--- config.mk ---
export PLATFORM = sky130hd
export DESIGN_NAME = qosc_core
export DESIGN_NICKNAME = d
export VERILOG_FILES = /design/src/rtl/qosc_pkg.sv /design/src/rtl/qosc_round_sat.sv /design/src/rtl/qosc_core.sv
export SDC_FILE = /design/constraint.sdc
export NUM_CORES = 1
export LEC_CHECK = 0
export BUFFER_PORTS_ARGS = -buffer_cell sky130_fd_sc_hd__buf_2
export CAP_MARGIN = 20
export CORE_ASPECT_RATIO = 1.5
export CORE_MARGIN = 2
export CORE_UTILIZATION = 45
export CTS_BUF_LIST = sky130_fd_sc_hd__clkbuf_4 sky130_fd_sc_hd__clkbuf_8
export CTS_CLUSTER_SIZE = 40
export DETAILED_ROUTE_END_ITERATION = 16
export HOLD_SLACK_MARGIN = 0.15
export PLACE_DENSITY = 0.67
export SYNTH_ARGS = -nofsm -noshare
export SYNTH_HDL_FRONTEND = slang
export SYNTH_HIERARCHICAL = 1
export SYNTH_SLANG_ARGS = --single-unit
export TNS_END_PERCENT = 20
--- constraint.sdc ---
create_clock -name clk -period 9.7 [get_ports clk]
set_input_delay 1.455 -clock clk [delete_from_list [all_inputs] [get_ports clk]]
set_output_delay 1.455 -clock clk [all_outputs]
set_load 0.01 [all_outputs]
--- src/rtl/qosc_pkg.sv ---
// Shared constants and state encoding for the quadrature oscillator core.
// Build option: define QOSC_AGC_EN to compile in amplitude control
// (SQ0/SQ1/ADJ states and the power latch).
package qosc_pkg;

  localparam int QOSC_WIDTH     = 8;                  // default sample width
  localparam int QOSC_FRAC      = QOSC_WIDTH - 1;     // Q1.(WIDTH-1)
  localparam int QOSC_ACC_W     = 2 * QOSC_WIDTH + 1; // sum of two products
  localparam int QOSC_AGC_SHIFT = 4;                  // AGC step is z/16

  typedef enum logic [3:0] {
    ST_IDLE,
    ST_MUL0,
    ST_MUL1,
    ST_MUL2,
    ST_MUL3,
    ST_WRITE
`ifdef QOSC_AGC_EN
    ,
    ST_SQ0,
    ST_SQ1,
    ST_ADJ
`endif
  } state_t;

endpackage

--- src/rtl/qosc_round_sat.sv ---
// Round-half-up and saturate a product accumulator back to a WIDTH sample.
module qosc_round_sat
  import qosc_pkg::*;
#(
  parameter int WIDTH = QOSC_WIDTH,
  parameter int FRAC  = WIDTH - 1,
  parameter int ACC_W = 2 * WIDTH + 1
) (
  input  logic signed [ACC_W-1:0] i_acc,
  output logic signed [WIDTH-1:0] o_val,
  output logic                    o_clamp
);

  // One extra bit so the rounding add can never wrap.
  localparam logic signed [ACC_W:0] RND =
    {{(ACC_W + 1 - FRAC){1'b0}}, 1'b1, {(FRAC - 1){1'b0}}};
  localparam logic signed [ACC_W:0] VMAX =
    {{(ACC_W + 2 - WIDTH){1'b0}}, {(WIDTH - 1){1'b1}}};
  localparam logic signed [ACC_W:0] VMIN =
    {{(ACC_W + 2 - WIDTH){1'b1}}, {(WIDTH - 1){1'b0}}};

  logic signed [ACC_W:0] w_sum;
  logic signed [ACC_W:0] w_shr;

  // Round, scale back by FRAC, then clamp into the signed sample range.
  always_comb begin
    w_sum   = {i_acc[ACC_W-1], i_acc} + RND;
    w_shr   = w_sum >>> FRAC;
    o_clamp = 1'b0;
    o_val   = w_shr[WIDTH-1:0];
    if (w_shr > VMAX) begin
      o_val   = VMAX[WIDTH-1:0];
      o_clamp = 1'b1;
    end else if (w_shr < VMIN) begin
      o_val   = VMIN[WIDTH-1:0];
      o_clamp = 1'b1;
    end
  end

endmodule

--- src/rtl/qosc_core.sv ---
// Quadrature oscillator: z <= z*c once per sample using one shared multiplier.
// Build option: define QOSC_AGC_EN to add energy-tracking amplitude control.
module qosc_core
  import qosc_pkg::*;
#(
  parameter int WIDTH = QOSC_WIDTH
) (
  input  logic                    clk,
  input  logic                    reset_n,
  input  logic                    enable,
  input  logic                    restart,
  input  logic signed [WIDTH-1:0] init_re,
  input  logic signed [WIDTH-1:0] init_im,
  input  logic signed [WIDTH-1:0] re_coeff,
  input  logic signed [WIDTH-1:0] im_coeff,
  input  logic        [WIDTH-1:0] power,
  output logic signed [WIDTH-1:0] out_re,
  output logic signed [WIDTH-1:0] out_im,
  output logic                    out_valid,
  output logic                    busy,
  output logic                    sat
);

  localparam int FRAC  = WIDTH - 1;
  localparam int ACC_W = 2 * WIDTH + 1;

  state_t                  r_state, w_next;
  logic signed [WIDTH-1:0] r_z_re, r_z_im, r_out_re, r_out_im;
  logic signed [WIDTH-1:0] r_cr, r_ci;
  logic signed [ACC_W-1:0] r_acc_re, r_acc_im;
  logic                    r_valid, r_sat, r_pend;

  logic signed [WIDTH-1:0]   w_mul_a, w_mul_b;
  logic signed [2*WIDTH-1:0] w_prod;
  logic signed [ACC_W-1:0]   w_prod_ext;
  logic signed [WIDTH-1:0]   w_rs_re, w_rs_im;
  logic                      w_clamp_re, w_clamp_im;

  // Steer the single multiplier according to which product this cycle needs.
  always_comb begin
    // NOTE: every comb output gets a default first so no path infers a latch.
    w_mul_a = r_z_re;
    w_mul_b = r_cr;
    case (r_state)
      ST_MUL0: begin w_mul_a = r_z_re; w_mul_b = re_coeff; end // coeff not yet latched
      ST_MUL1: begin w_mul_a = r_z_im; w_mul_b = r_ci;     end
      ST_MUL2: begin w_mul_a = r_z_re; w_mul_b = r_ci;     end
      ST_MUL3: begin w_mul_a = r_z_im; w_mul_b = r_cr;     end
`ifdef QOSC_AGC_EN
      ST_SQ0:  begin w_mul_a = r_z_re; w_mul_b = r_z_re;   end
      ST_SQ1:  begin w_mul_a = r_z_im; w_mul_b = r_z_im;   end
`endif
      default: ;
    endcase
  end

  assign w_prod     = w_mul_a * w_mul_b;
  assign w_prod_ext = {{(ACC_W - 2 * WIDTH){w_prod[2*WIDTH-1]}}, w_prod};

  qosc_round_sat #(.WIDTH(WIDTH), .FRAC(FRAC), .ACC_W(ACC_W)) u_rs_re (
    .i_acc(r_acc_re), .o_val(w_rs_re), .o_clamp(w_clamp_re)
  );
  qosc_round_sat #(.WIDTH(WIDTH), .FRAC(FRAC), .ACC_W(ACC_W)) u_rs_im (
    .i_acc(r_acc_im), .o_val(w_rs_im), .o_clamp(w_clamp_im)
  );

`ifdef QOSC_AGC_EN
  localparam logic signed [WIDTH:0]   ZMAX = {2'b00, {(WIDTH - 1){1'b1}}};
  localparam logic signed [WIDTH:0]   ZMIN = {2'b11, {(WIDTH - 1){1'b0}}};
  localparam logic signed [ACC_W-1:0] EMAX = {{(ACC_W - WIDTH){1'b0}}, {WIDTH{1'b1}}};

  logic        [WIDTH-1:0] r_power;
  logic signed [ACC_W-1:0] w_esh;
  logic        [WIDTH-1:0] w_energy;
  logic signed [WIDTH-1:0] w_adj_re, w_adj_im;
  logic                    w_adj_clamp;

  // Nudge one component by +/- z/16 with saturation; MSB of result is the clamp flag.
  function automatic logic [WIDTH:0] agc_step(input logic signed [WIDTH-1:0] z,
                                              input logic up);
    logic signed [WIDTH:0] ext, delta, res;
    ext   = {z[WIDTH-1], z};
    delta = ext >>> QOSC_AGC_SHIFT;
    res   = up ? ext + delta : ext - delta;
    if (res > ZMAX)      agc_step = {1'b1, ZMAX[WIDTH-1:0]};
    else if (res < ZMIN) agc_step = {1'b1, ZMIN[WIDTH-1:0]};
    else                 agc_step = {1'b0, res[WIDTH-1:0]};
  endfunction

  // Compare measured energy against the latched target and pick the correction.
  always_comb begin
    logic [WIDTH:0] w_sr, w_si;
    w_esh       = r_acc_re >>> FRAC;
    w_energy    = (w_esh > EMAX) ? {WIDTH{1'b1}} : w_esh[WIDTH-1:0];
    w_sr        = agc_step(r_z_re, w_energy < r_power);
    w_si        = agc_step(r_z_im, w_energy < r_power);
    w_adj_re    = r_z_re;
    w_adj_im    = r_z_im;
    w_adj_clamp = 1'b0;
    if (w_energy != r_power) begin
      w_adj_re    = w_sr[WIDTH-1:0];
      w_adj_im    = w_si[WIDTH-1:0];
      w_adj_clamp = w_sr[WIDTH] | w_si[WIDTH];
    end
  end
`else
  logic w_power_unused;
  assign w_power_unused = ^power;
`endif

  // Sequencing: IDLE, four product cycles, write-back, optional AGC tail.
  always_comb begin
    w_next = r_state;
    case (r_state)
      ST_IDLE:  if (enable) w_next = ST_MUL0;
      ST_MUL0:  w_next = ST_MUL1;
      ST_MUL1:  w_next = ST_MUL2;
      ST_MUL2:  w_next = ST_MUL3;
      ST_MUL3:  w_next = ST_WRITE;
`ifdef QOSC_AGC_EN
      ST_WRITE: w_next = ST_SQ0;
      ST_SQ0:   w_next = ST_SQ1;
      ST_SQ1:   w_next = ST_ADJ;
      ST_ADJ:   w_next = enable ? ST_MUL0 : ST_IDLE;
`else
      ST_WRITE: w_next = enable ? ST_MUL0 : ST_IDLE;
`endif
      default:  w_next = ST_IDLE;
    endcase
    // A state load (restart or first cycle out of reset) aborts and parks in IDLE.
    if (restart || r_pend) w_next = ST_IDLE;
  end

  // State register and datapath registers.
  always_ff @(posedge clk) begin
    // NOTE: sequential state uses non-blocking assignments so all registers update together.
    if (!reset_n) begin
      r_state  <= ST_IDLE;
      r_z_re   <= '0;
      r_z_im   <= '0;
      r_out_re <= '0;
      r_out_im <= '0;
      r_cr     <= '0;
      r_ci     <= '0;
      r_acc_re <= '0;
      r_acc_im <= '0;
      r_valid  <= 1'b0;
      r_sat    <= 1'b0;
      r_pend   <= 1'b1;
`ifdef QOSC_AGC_EN
      r_power  <= '0;
`endif
    end else begin
      r_state <= w_next;
      r_valid <= 1'b0;
      if (restart || r_pend) begin
        r_z_re <= init_re;
        r_z_im <= init_im;
        r_sat  <= 1'b0;
        r_pend <= 1'b0;
        if (restart) begin
          r_out_re <= init_re;
          r_out_im <= init_im;
        end
      end else begin
        case (r_state)
          ST_MUL0: begin
            r_cr     <= re_coeff;
            r_ci     <= im_coeff;
            r_acc_re <= w_prod_ext;
`ifdef QOSC_AGC_EN
            r_power  <= power;
`endif
          end
          ST_MUL1: r_acc_re <= r_acc_re - w_prod_ext;
          ST_MUL2: r_acc_im <= w_prod_ext;
          ST_MUL3: r_acc_im <= r_acc_im + w_prod_ext;
          ST_WRITE: begin
            r_z_re <= w_rs_re;
            r_z_im <= w_rs_im;
            r_sat  <= r_sat | w_clamp_re | w_clamp_im;
`ifndef QOSC_AGC_EN
            r_out_re <= w_rs_re;
            r_out_im <= w_rs_im;
            r_valid  <= 1'b1;
`endif
          end
`ifdef QOSC_AGC_EN
          ST_SQ0: r_acc_re <= w_prod_ext;      // accumulator reused for energy
          ST_SQ1: r_acc_re <= r_acc_re + w_prod_ext;
          ST_ADJ: begin
            r_z_re   <= w_adj_re;
            r_z_im   <= w_adj_im;
            r_out_re <= w_adj_re;
            r_out_im <= w_adj_im;
            r_sat    <= r_sat | w_adj_clamp;
            r_valid  <= 1'b1;
          end
`endif
          default: ;
        endcase
      end
    end
  end

  assign out_re    = r_out_re;
  assign out_im    = r_out_im;
  assign out_valid = r_valid;
  assign sat       = r_sat;
  assign busy      = (r_state != ST_IDLE);

endmodule

======== Word level (Yosys, flattened, before mapping) ========
Index checks and enable logic that the tools add are counted.
storage, ports and cells
  bits in read-only memories .............. 0
  bits in writable memories ............... 0
  memories ................................ 0
  input port bits ......................... 44
  register bits after elaboration ......... 89
  latch bits .............................. 0
cells by class
  equality and inequality tests ........... 7
  $lt $le $gt $ge ......................... 4
  $add $sub $neg .......................... 4
  mux-type cells .......................... 24
  reduce and logical (&&, ||, !) cells .... 13
  shifts and indexed selects .............. 0
  $mul .................................... 1
  bitwise operators ....................... 4
  divide/modulo/power cells ............... 0
operators by type and width
  operator                                                         number
  two-way mux 8 bit                                                13
  one-hot mux 17 bit (2 select lines)                              2
  adder 17 x 8 -> 18 bit (second input constant)                   2
  one-hot mux 4 bit (6 select lines)                               1
  greater-than comparator 11 x 8 -> 1 bit (second input constant)  2
  < comparator 11 x 8 -> 1 bit (second input constant)             2
  adder 17 x 16 -> 17 bit                                          1
  subtractor 17 x 16 -> 17 bit                                     1
  multiplier 8 x 8 -> 16 bit                                       1
  one-hot mux 8 bit (2 select lines)                               1
  equality test 4 x 2 -> 1 bit (second input constant)             2
  equality test 4 x 3 -> 1 bit (second input constant)             2
  AND reduction 2 bit                                              4
  two-way mux 1 bit                                                6
  nonzero test 2 bit                                               3
  OR reduction 2 bit                                               3
  equality test 4 x 1 -> 1 bit (second input constant)             1
  logical NOT 4 bit                                                1
  two-way mux 4 bit                                                1
  inequality test 2 bit (second input constant)                    2
  nonzero test 4 bit                                               1
  inverter 1 bit                                                   2
  OR 1 bit                                                         2
  logical OR 1 bit                                                 1

======== Depth between registers and ports, before layout ========
Gate-level depths: netlist of the first run.
  word-level depth ........................ 6
  gate-level depth with buffers ........... 32

======== By module ========
The synthesis of the first run kept the hierarchy.
modules (own cells, without submodules)
  module          seq. area each (um^2)  area each (um^2)  times used  cells an instance
  qosc_core       1,761.7                7,828.8           1           993
  qosc_round_sat  0.0                    307.8             2           42

======== Worst setup path after synthesis of the first run ========
OpenSTA, ideal clock, no wires.
  path type ............................... input -> register
  start ................................... input re_coeff[0]
  end ..................................... register r_acc_re[16]
  path buffers ............................ 0
  setup time .............................. 0.125 ns
  path slack .............................. 1.942 ns
  arrival time ............................ 7.633 ns
  stages on the path ...................... 29
  data required time ...................... 9.575 ns
  cells stage by stage .................... a22oi_1 -> nor2_1 -> a21oi_1 -> nor2_1 -> fa_1 -> inv_1 -> fa_1 -> inv_1 -> fa_1 -> inv_1 -> fa_1 -> inv_1 -> ha_1 -> o21ai_1 -> nor2_1 -> o21ai_0 -> nand2b_1 -> xnor2_1 -> ha_1 -> and2_1 -> and3_1 -> nand3_1 -> a41oi_1 -> maj3_2 -> maj3_2 -> maj3_2 -> mux2i_1 -> a211oi_1 -> nor3_2
on the way
  longest elaborated chain between the ends .. 4
RTL lines
  element                                  RTL line          text
  from (decl)                              qosc_core.sv:14   input logic signed [WIDTH-1:0] re_coeff,
  one-hot mux 8 bit (2 select lines) (*)   qosc_core.sv:44   case (r_state)
  multiplier 8 x 8 -> 16 bit (*)           qosc_core.sv:57   assign w_prod = w_mul_a * w_mul_b;
  subtractor 17 x 16 -> 17 bit             qosc_core.sv:175  ST_MUL1: r_acc_re <= r_acc_re - w_prod_ext;
  one-hot mux 17 bit (2 select lines) (*)  qosc_core.sv:166  case (r_state)
  to (signal assigned)                     qosc_core.sv:170  r_acc_re <= w_prod_ext;
  to (signal assigned)                     qosc_core.sv:175
  to (decl)                                qosc_core.sv:30   logic signed [ACC_W-1:0] r_acc_re, r_acc_im;
Every way passes the cells marked *; elsewhere a longest branch is shown, timed or not.
A chain may end at the register's enable or synchronous reset.

======== Worst setup path after layout of the first run ========
  start ................................... register r_state[0]
  end ..................................... register r_acc_re[16]
on the way
  longest elaborated chain between the ends .. 6
RTL lines
  element                                                                         RTL line          text
  from (decl)                                                                     qosc_core.sv:27   state_t r_state, w_next;
  from (signal assigned)                                                          qosc_core.sv:154  r_state <= w_next;
  equality test 4 x 2 -> 1 bit, or another cell as far along                      qosc_core.sv:44
  OR reduction 2 bit (no source line)                                             -
  one-hot mux 8 bit (2 select lines) / two-way mux 8 bit (equally long branches)  qosc_core.sv:44
  multiplier 8 x 8 -> 16 bit                                                      qosc_core.sv:57
  subtractor 17 x 16 -> 17 bit                                                    qosc_core.sv:175
  one-hot mux 17 bit (2 select lines)                                             qosc_core.sv:166
Several ways; a longest one is shown, not always the timed one.

==> results.ini, run 1 <==
[logic_synthesis]
synth-compound-area-share=0.200
synth_area_um2=8440
syn_avg_cell_area_um2=7.84
syn_nets=1238
yosys.area_share.simple=0.201
netlist_top_cells_count=135 x nor2_1, 132 x nand2_1, 117 x inv_1
synth_top_family_by_area=adder cells
netlist.area_leader.share=0.209
ys_ff_latch=88
synth_ff_type=dfxtp_1
synth_edf_count=0
yosys.area.top_type=dfxtp_1
seq_area_frac_synth=0.209
async_reset_ff_frac=0
synthCells=1077
synth_cell_types=65
synthAdderAreaFrac=0.232
post-synth-top-count-cell=nor2_1
synth_xor_area_frac=0.0496
synthMuxAreaShare=0.0342
yosysWarnings=6
synthTopCellsByArea=dfxtp_1 21%, fa_1 14%, ha_1 8.9%

[routing]
vias=7545
detail_route.wirelength_um=21600
dr.pass1.iters=5
wire_per_inst_um=15.7
route.detailed.drc=0
ant_nets=0
dr.first_iter.drc_count=545
vias_per_cell=5.47

[cells_and_area]
drive_above_1_share=0.134
n_antenna_cell=0
nFillCells=1877
area_growth_pct=9.22
postLayoutCellArea_um2=9220
nets=1283
fin_util=0.499

[critical_path]
cp_max_fo=21
crit_type=flip-flop to flip-flop
r2r-start=r_state[0]
end_kind=flip-flop
startpoint_type=flip-flop
rrSetupSlack_ns=1.0
slowest_stage=mux2i_1
r2r_cells=29
cp.arrival_ns=8.98
cpMostUsedCell=fa_1
cpPeakStageDelay_ns=0.86
r2r-end=r_acc_re[16]
critical-path-top-delay-family=adder cells
crit_buf_inv=3
crit_required_ns=9.98

[sta]
slew_viol_final=0
rsz0062_at_grt=false
setup_viol=0
worst_pin_slew_ns=0.955
whs_ns=0.462
fin_crit_sh=0.897
max-slew-margin-rel=0.345
finalHoldViolCount=0
max_freq_mhz=115
finClkSkew_ns=0.0131
fin_crit_ns=8.70
finalSetupTns_ns=0

[clock_tree]
clockBufferDepth=2
numCtsBuffers=9
cts.hold.buffers_added=0
cts_resized=0
clk_pin_slew_ns=0.10
post_cts_buffers=0
h-tree-depth=3
cts.sinks=88
tritoncts=done
clk_latency_ns=0.39
root_buffer=clkbuf_8

[floorplanning]
die_area_um2=19900
start_util=0.457
dieHeight_um=172
core_area_um2=18500
ioPinCount=63
die_width_um=116
rows=61

[global_route]
grt_pass1_wl_um=35900
antenna_found_initial=0
globalRouteOverflowTotal=0
grt_util_met1=0.267
grt_pass1_vias=7455
grt_busiest_layer=met2
grt_max_degree=52
grt.met3_usage=0.0307
grt_usage=0.226
grt_util_met2=0.410

[pwr]
leakage_nw=3.98
power.density_nw_per_um2=90.0
worst_ir_drop_vdd_v=0.0000611
power.total_uw=830

[run]
drv_cap=0

[worst_hold_path]
hp-start=r_acc_im[2]
min_path_type=flip-flop to flip-flop
min_to=r_acc_im[2]
min_path_cells=2

[place]
dpl_cell_area_um2=9040
place_congestion=0.885
dp_hpwl_um=16500
portBuffers=54

[outcome]
outcome=finished clean

[stage by stage]
step           cells  setup WS [ns]
3_3_place_gp    1363           1.07
5_1_grt         1379          0.443
6_report        1379          0.996
2_1_floorplan   1077           1.94
3_5_place_dp    1363          0.959
4_1_cts         1379           1.01
[state kept, by name, summed over array words and instances, names as in the netlist, 3 cells and up]
name	flops
r_cr	8
out_im	8
r_ci	8
r_z_re	8
r_z_im	8
out_re	8
r_acc_re	17
r_state	3
r_acc_im	17
[power by group]
group          switching, mW  internal [mW]  total [mW]
clock                  0.151         0.0953       0.246
combinational          0.119         0.0863       0.205
sequential           0.00694          0.372       0.379
total                  0.277          0.553       0.830
[worst reg2reg max path: cells and delay by family, from the launching register on]
family	cells	cell delay, ns
XOR/XNOR	1	0.34
flip-flops	1	0.45
adder cells (fa/ha/maj)	9	3.94
AO/OA/AOI/OAI	4	0.71
AND/OR/NAND/NOR	10	2.01
buffers and inverters	3	0.17
multiplexers	2	0.99
[how the worst max path moves through the flow]
| stage | depth (start not counted) | start | slack, ns | to |
|---|---|---|---|---|
| finish | 29 | r_state[0] | 1.0 | r_acc_re[16] |
| global route | 29 | r_state[0] | 0.44 | r_acc_re[16] |
| CTS | 29 | r_state[0] | 1.01 | r_acc_re[16] |
| detailed placement | 30 | re_coeff[0] | 0.96 | r_acc_re[16] |
| global placement | 30 | re_coeff[0] | 1.07 | r_acc_re[16] |
| floorplan | 29 | re_coeff[0] | 1.94 | r_acc_re[16] |
[layout by cell type, fill, tap and decap left out, types with 28 or more instances in the layout]
| cell | Yosys | routed |
|---|---|---|
| fa_1 | 57 | 57 |
| buf_2 | 4 | 54 |
| nand2_1 | 132 | 132 |
| o21ai_0 | 28 | 28 |
| inv_1 | 117 | 117 |
| ha_1 | 60 | 60 |
| a21oi_1 | 73 | 73 |
| nor2_1 | 135 | 134 |
| xnor2_1 | 33 | 33 |
| a311oi_1 | 28 | 28 |
| dfxtp_1 | 88 | 88 |
[cells by family (layout without fill, tap and decap cells)]
kind of cell | after synthesis | count (layout)
AOI/OAI and AO/OA | 246 | 246
muxes | 27 | 27
buffers and inverters | 163 | 213
and+or+nand+nor | 383 | 383
DFF | 88 | 88
adders and majority gates | 123 | 123
xor gates and xnor gates | 47 | 47
[layer usage]
metal / wire length [um] / part of all wire
met5: 0 / 0
met4: 655 / 0.030
met3: 631 / 0.029
met2: 11300 / 0.52
met1: 9060 / 0.42
[layout make-up]
type | instances | area [um^2] | share of cell area
clock buffer | 9 | 124 | 0.0134
clock inverter | 7 | 55.1 | 0.00597
inverter | 119 | 447 | 0.0484
multi-input combinational | 826 | 6070 | 0.658
sequential | 88 | 1760 | 0.191
tap | 252 | 315 | 0.0342
timing repair buffer | 78 | 450 | 0.0488
Note: power is estimated with default switching activity, not from simulation.
==> run 2: changes to the inputs <==
- CORE_UTILIZATION: 45 -> 41
- PLACE_DENSITY: 0.67 -> 0.62
==> run 2 against run 1 <==
Against the previous run: first-iteration DRC count fell by 36%; largest power group unchanged; non-clock buffer count up 2; register-to-register slack improved by 0.02 ns; cell count grew 1.0%; design area rose by 0.91%; fmax is 0.18% higher; total power rose by 6.4%; core utilization decreased by 4.2 points; critical endpoint unchanged; die area is 9.5% higher; sequential cell count is the same; hold slack barely moved; sequential power hardly changed.
==> results.ini, run 2 (same netlist as run 1, synthesis figures left out) <==
[outcome]
outcome=finished clean

[floorplanning]
core_area_um2=20300
start_util=0.415
die_width_um=121
ioPinCount=63
rows=64
dieHeight_um=180
die_area_um2=21800

[place]
portBuffers=54
dp_hpwl_um=16700
place_congestion=0.821

[sta]
max_freq_mhz=115
rsz0062_at_grt=false
finalHoldViolCount=0
finClkSkew_ns=0.0168
max-slew-margin-rel=0.304
fin_crit_ns=8.69
fin_crit_sh=0.896
worst_pin_slew_ns=1.02
setup_viol=0
finalSetupTns_ns=0
slew_viol_final=0

[clock_tree]
cts.hold.buffers_added=0
post_cts_buffers=0
clk_latency_ns=0.39
cts.sinks=88
numCtsBuffers=9
cts_resized=0
clockBufferDepth=2
h-tree-depth=3
tritoncts=done
root_buffer=clkbuf_8
clk_pin_slew_ns=0.10

[critical_path]
crit_buf_inv=3
critical-path-top-delay-family=adder cells
end_kind=flip-flop
cpPeakStageDelay_ns=0.91
cpMostUsedCell=fa_1
crit_type=flip-flop to flip-flop
crit_required_ns=9.98
r2r_cells=29
cp_max_fo=21
rrSetupSlack_ns=1.01
slowest_stage=mux2i_1
cp.arrival_ns=8.97
startpoint_type=flip-flop
crit_cells=29

[global_route]
grt_pass1_wl_um=36300
globalRouteOverflowTotal=0
grt_max_degree=51
grt_usage=0.207
antenna_found_initial=0
grt_pass1_vias=7486

[cells_and_area]
layout_commonest_cell=nor2_1
area_growth_pct=10.2
reg_top3=r_acc_im x17, r_acc_re x17
layout_common_cells=134 x nor2_1, 132 x nand2_1, 117 x inv_1
drive_above_1_share=0.136
fin_util=0.458
n_antenna_cell=0
nets=1285

[routing]
wl_met1_um=9150
highest-signal-layer=met4
vias_per_cell=5.44
dr_wl_met3_um=566
dr.pass1.iters=4
vias=7573
dr.first_iter.drc_count=350
ant_nets=0
wire_per_inst_um=15.5
detail_route.wirelength_um=21600
dr_wl_met2_um=11000
route.detailed.drc=0

[run]
drv_cap=0

[pwr]
leakage_nw=4.01
worst_ir_drop_vdd_v=0.0000782
power.density_nw_per_um2=94.9

[worst_hold_path]
min_path_type=flip-flop to flip-flop
min_path_cells=2

[run 2: path summary, 6_finish.rpt]
kind	startpoint	endpoint
min	r_cr[5]	r_cr[5]
min reg2reg	r_cr[5]	r_cr[5]
max reg2reg	r_state[0]	r_acc_re[16]
max	r_state[0]	r_acc_re[16]
[run 2: metrics by stage]
step / hold slack, ns / worst slack (ns) / cell area [um^2] / total power, mW / cells
2_1_floorplan: 0.436 / 1.94 / 8440 / 0.531 / 1077
3_3_place_gp: 0.445 / 0.993 / 9070 / 0.589 / 1376
3_5_place_dp: 0.447 / 0.972 / 9080 / 0.591 / 1377
4_1_cts: 0.462 / 0.984 / 9310 / 0.892 / 1393
5_1_grt: 0.484 / 0.630 / 9310 / 0.930 / 1393
6_report: 0.462 / 1.01 / 9310 / 0.883 / 1393
[run 2: where the power goes]
group | total, mW | leakage [nW] | internal, mW | switching, mW
sequential | 0.379 | 0.717 | 0.372 | 0.00677
clock | 0.301 | 0.107 | 0.148 | 0.154
combinational | 0.204 | 3.19 | 0.0864 | 0.117
[run 2: final cells by class]
class	count	area, um^2
Clock inverter	7	101
Multi-Input combinational cell	826	6070
Fill cell	2089	11000
Clock buffer	9	124
Sequential cell	88	1760
Inverter	119	447
Timing Repair Buffer	80	473
Tap cell	264	330
[run 2: per-layer routing]
layer  global-route usage  vias to the layer above
met3               0.0219                       43
met5                    0                        -
met4               0.0943                        0
met1                0.242                     3641
li1                     -                     3766
met2                0.373                      123
[run 2: worst min-delay path, stage by stage (launching register included)]
cell and delay, ns:
dfxtp_1 0.32, nand2_1 0.05, a21oi_1 0.05
==> run 3: changes to the inputs <==
- RECOVER_POWER: not set -> 50
==> run 3 against run 2 <==
Against the previous run: first-iteration DRC count grew 11%; core utilization shrank 0.18 points; highest routed layer unchanged; combinational power is essentially flat; register-to-register slack lost 0.15 ns; critical path type unchanged; design area shrank 0.39%; sequential power is essentially flat; non-clock buffer count is the same; the flow now finishes with violations (capacitance limit, slew limit); routed wire length shrank 0.27%; total power is essentially flat; setup slack lost 0.15 ns.
==> results.ini, run 3 (same netlist as run 1, synthesis figures left out) <==
[critical_path]
r2r-end=r_acc_re[16]
r2r-start=r_state[2]
crit_end=r_acc_re[16]
end_kind=flip-flop
cpMostUsedCell=fa_1
cpPeakStageDelay_ns=0.89
rrSetupSlack_ns=0.86
cp_max_fo=22
crit_required_ns=9.98
crit_type=flip-flop to flip-flop
cp.arrival_ns=9.12
r2r_cells=29
slowest_stage=mux2i_1
startpoint_type=flip-flop
cp-startpoint=r_state[2]

[floorplanning]
die_area_um2=21800
core_area_um2=20300
ioPinCount=63
die_width_um=121
rows=64
start_util=0.415
dieHeight_um=180

[sta]
whs_ns=0.462
worst_pin_slew_ns=2.32
rsz0062_at_grt=false
finClkSkew_ns=0.0160
max_freq_mhz=113
max-slew-margin-rel=-0.547
fin_crit_sh=0.911
finalSetupTns_ns=0
slew_viol_final=91
setup_viol=0
fin_crit_ns=8.84
finalHoldViolCount=0

[clock_tree]
h-tree-depth=3
clockBufferDepth=2
tritoncts=done
clk_pin_slew_ns=0.10
root_buffer=clkbuf_8
cts.sinks=88
cts.hold.buffers_added=0
numCtsBuffers=9
clk_latency_ns=0.39
post_cts_buffers=0
cts_resized=0

[cells_and_area]
n_antenna_cell=0
postLayoutCellArea_um2=9270
area_growth_pct=9.78
final_cells=1393
nFillCells=2104
layout_commonest_cell=nor2_1
reg_top3=r_acc_im x17, r_acc_re x17
nets=1285
drive_above_1_share=0.114
layout_common_cells=134 x nor2_1, 132 x nand2_1, 118 x inv_1

[place]
portBuffers=54
dpl_cell_area_um2=9080
dp_hpwl_um=16700
place_congestion=0.821
place_inst=1377

[pwr]
leakage_nw=3.93
worst_ir_drop_vdd_v=0.0000780
power.density_nw_per_um2=95.2
power.total_uw=883

[global_route]
grt_pass1_vias=7486
globalRouteOverflowTotal=0
antenna_found_initial=0
grt_usage=0.207
grt_pass1_wl_um=36300
grt_max_degree=51

[routing]
vias_per_cell=5.43
wire_per_inst_um=15.5
dr_wl_met3_um=561
vias=7559
wl_met1_um=9120
dr.pass1.iters=5
ant_nets=0
dr.first_iter.drc_count=389
dr_wl_met2_um=11000
route.detailed.drc=0
highest-signal-layer=met4
detail_route.wirelength_um=21600

[outcome]
outcome=finished with violations
violations=capacitance limit, slew limit

[worst_hold_path]
min_path_type=flip-flop to flip-flop

[run]
drv_cap=2

-- run 3: changes by cell type in the layout (fill, tap and decap cells not counted), sizes merged --
cell and change:
clkbuf +23, buf -23
-- run 3: area by class of cell --
cell class                      count  area, um^2  area share
Timing Repair Buffer               80         437      0.0471
Clock buffer                        9         124      0.0134
Tap cell                          264         330      0.0356
Multi-Input combinational cell    826        6070       0.655
Sequential cell                    88        1760       0.190
Clock inverter                      7         101      0.0109
Inverter                          119         447      0.0482
-- run 3: worst min-delay path by stage --
stage                           start          end  cells past startpoint
after floorplan           r_acc_im[2]  r_acc_im[2]                      2
after global placement        r_cr[0]      r_cr[0]                      2
after detailed placement      r_cr[4]      r_cr[4]                      2
after CTS                     r_cr[4]      r_cr[4]                      2
after global routing          r_ci[2]      r_ci[2]                      2
final                         r_cr[5]      r_cr[5]                      2
-- run 3: critical path, delay by kind of cell (launching register included) --
kind / cells / cell delay, ns
xor+xnor: 1 / 0.32
simple gates: 9 / 1.60
compound gates: 4 / 0.72
mux: 2 / 1.02
fa+ha+maj: 9 / 3.90
flops: 1 / 0.33
buf+inv: 4 / 0.86
-- run 3: metal layers --
| metal | GRT usage | vias up |
|---|---|---|
| met5 | 0 | - |
| met4 | 0.0943 | 0 |
| li1 | - | 3772 |
| met2 | 0.373 | 123 |
| met1 | 0.242 | 3622 |
| met3 | 0.0219 | 42 |
-- run 3: power by group --
group,internal [mW],switching [mW],leakage [nW]
registers,0.372,0.00688,0.717
clock network,0.148,0.154,0.107
logic,0.0851,0.117,3.10
total,0.605,0.278,3.93
-- run 3: per-stage QoR --
stage,worst slack [ns],util
6_report,0.862,0.456
5_1_grt,0.424,0.456
4_1_cts,0.984,0.458
3_5_place_dp,0.972,0.446
3_3_place_gp,0.993,0.446
2_1_floorplan,1.94,-
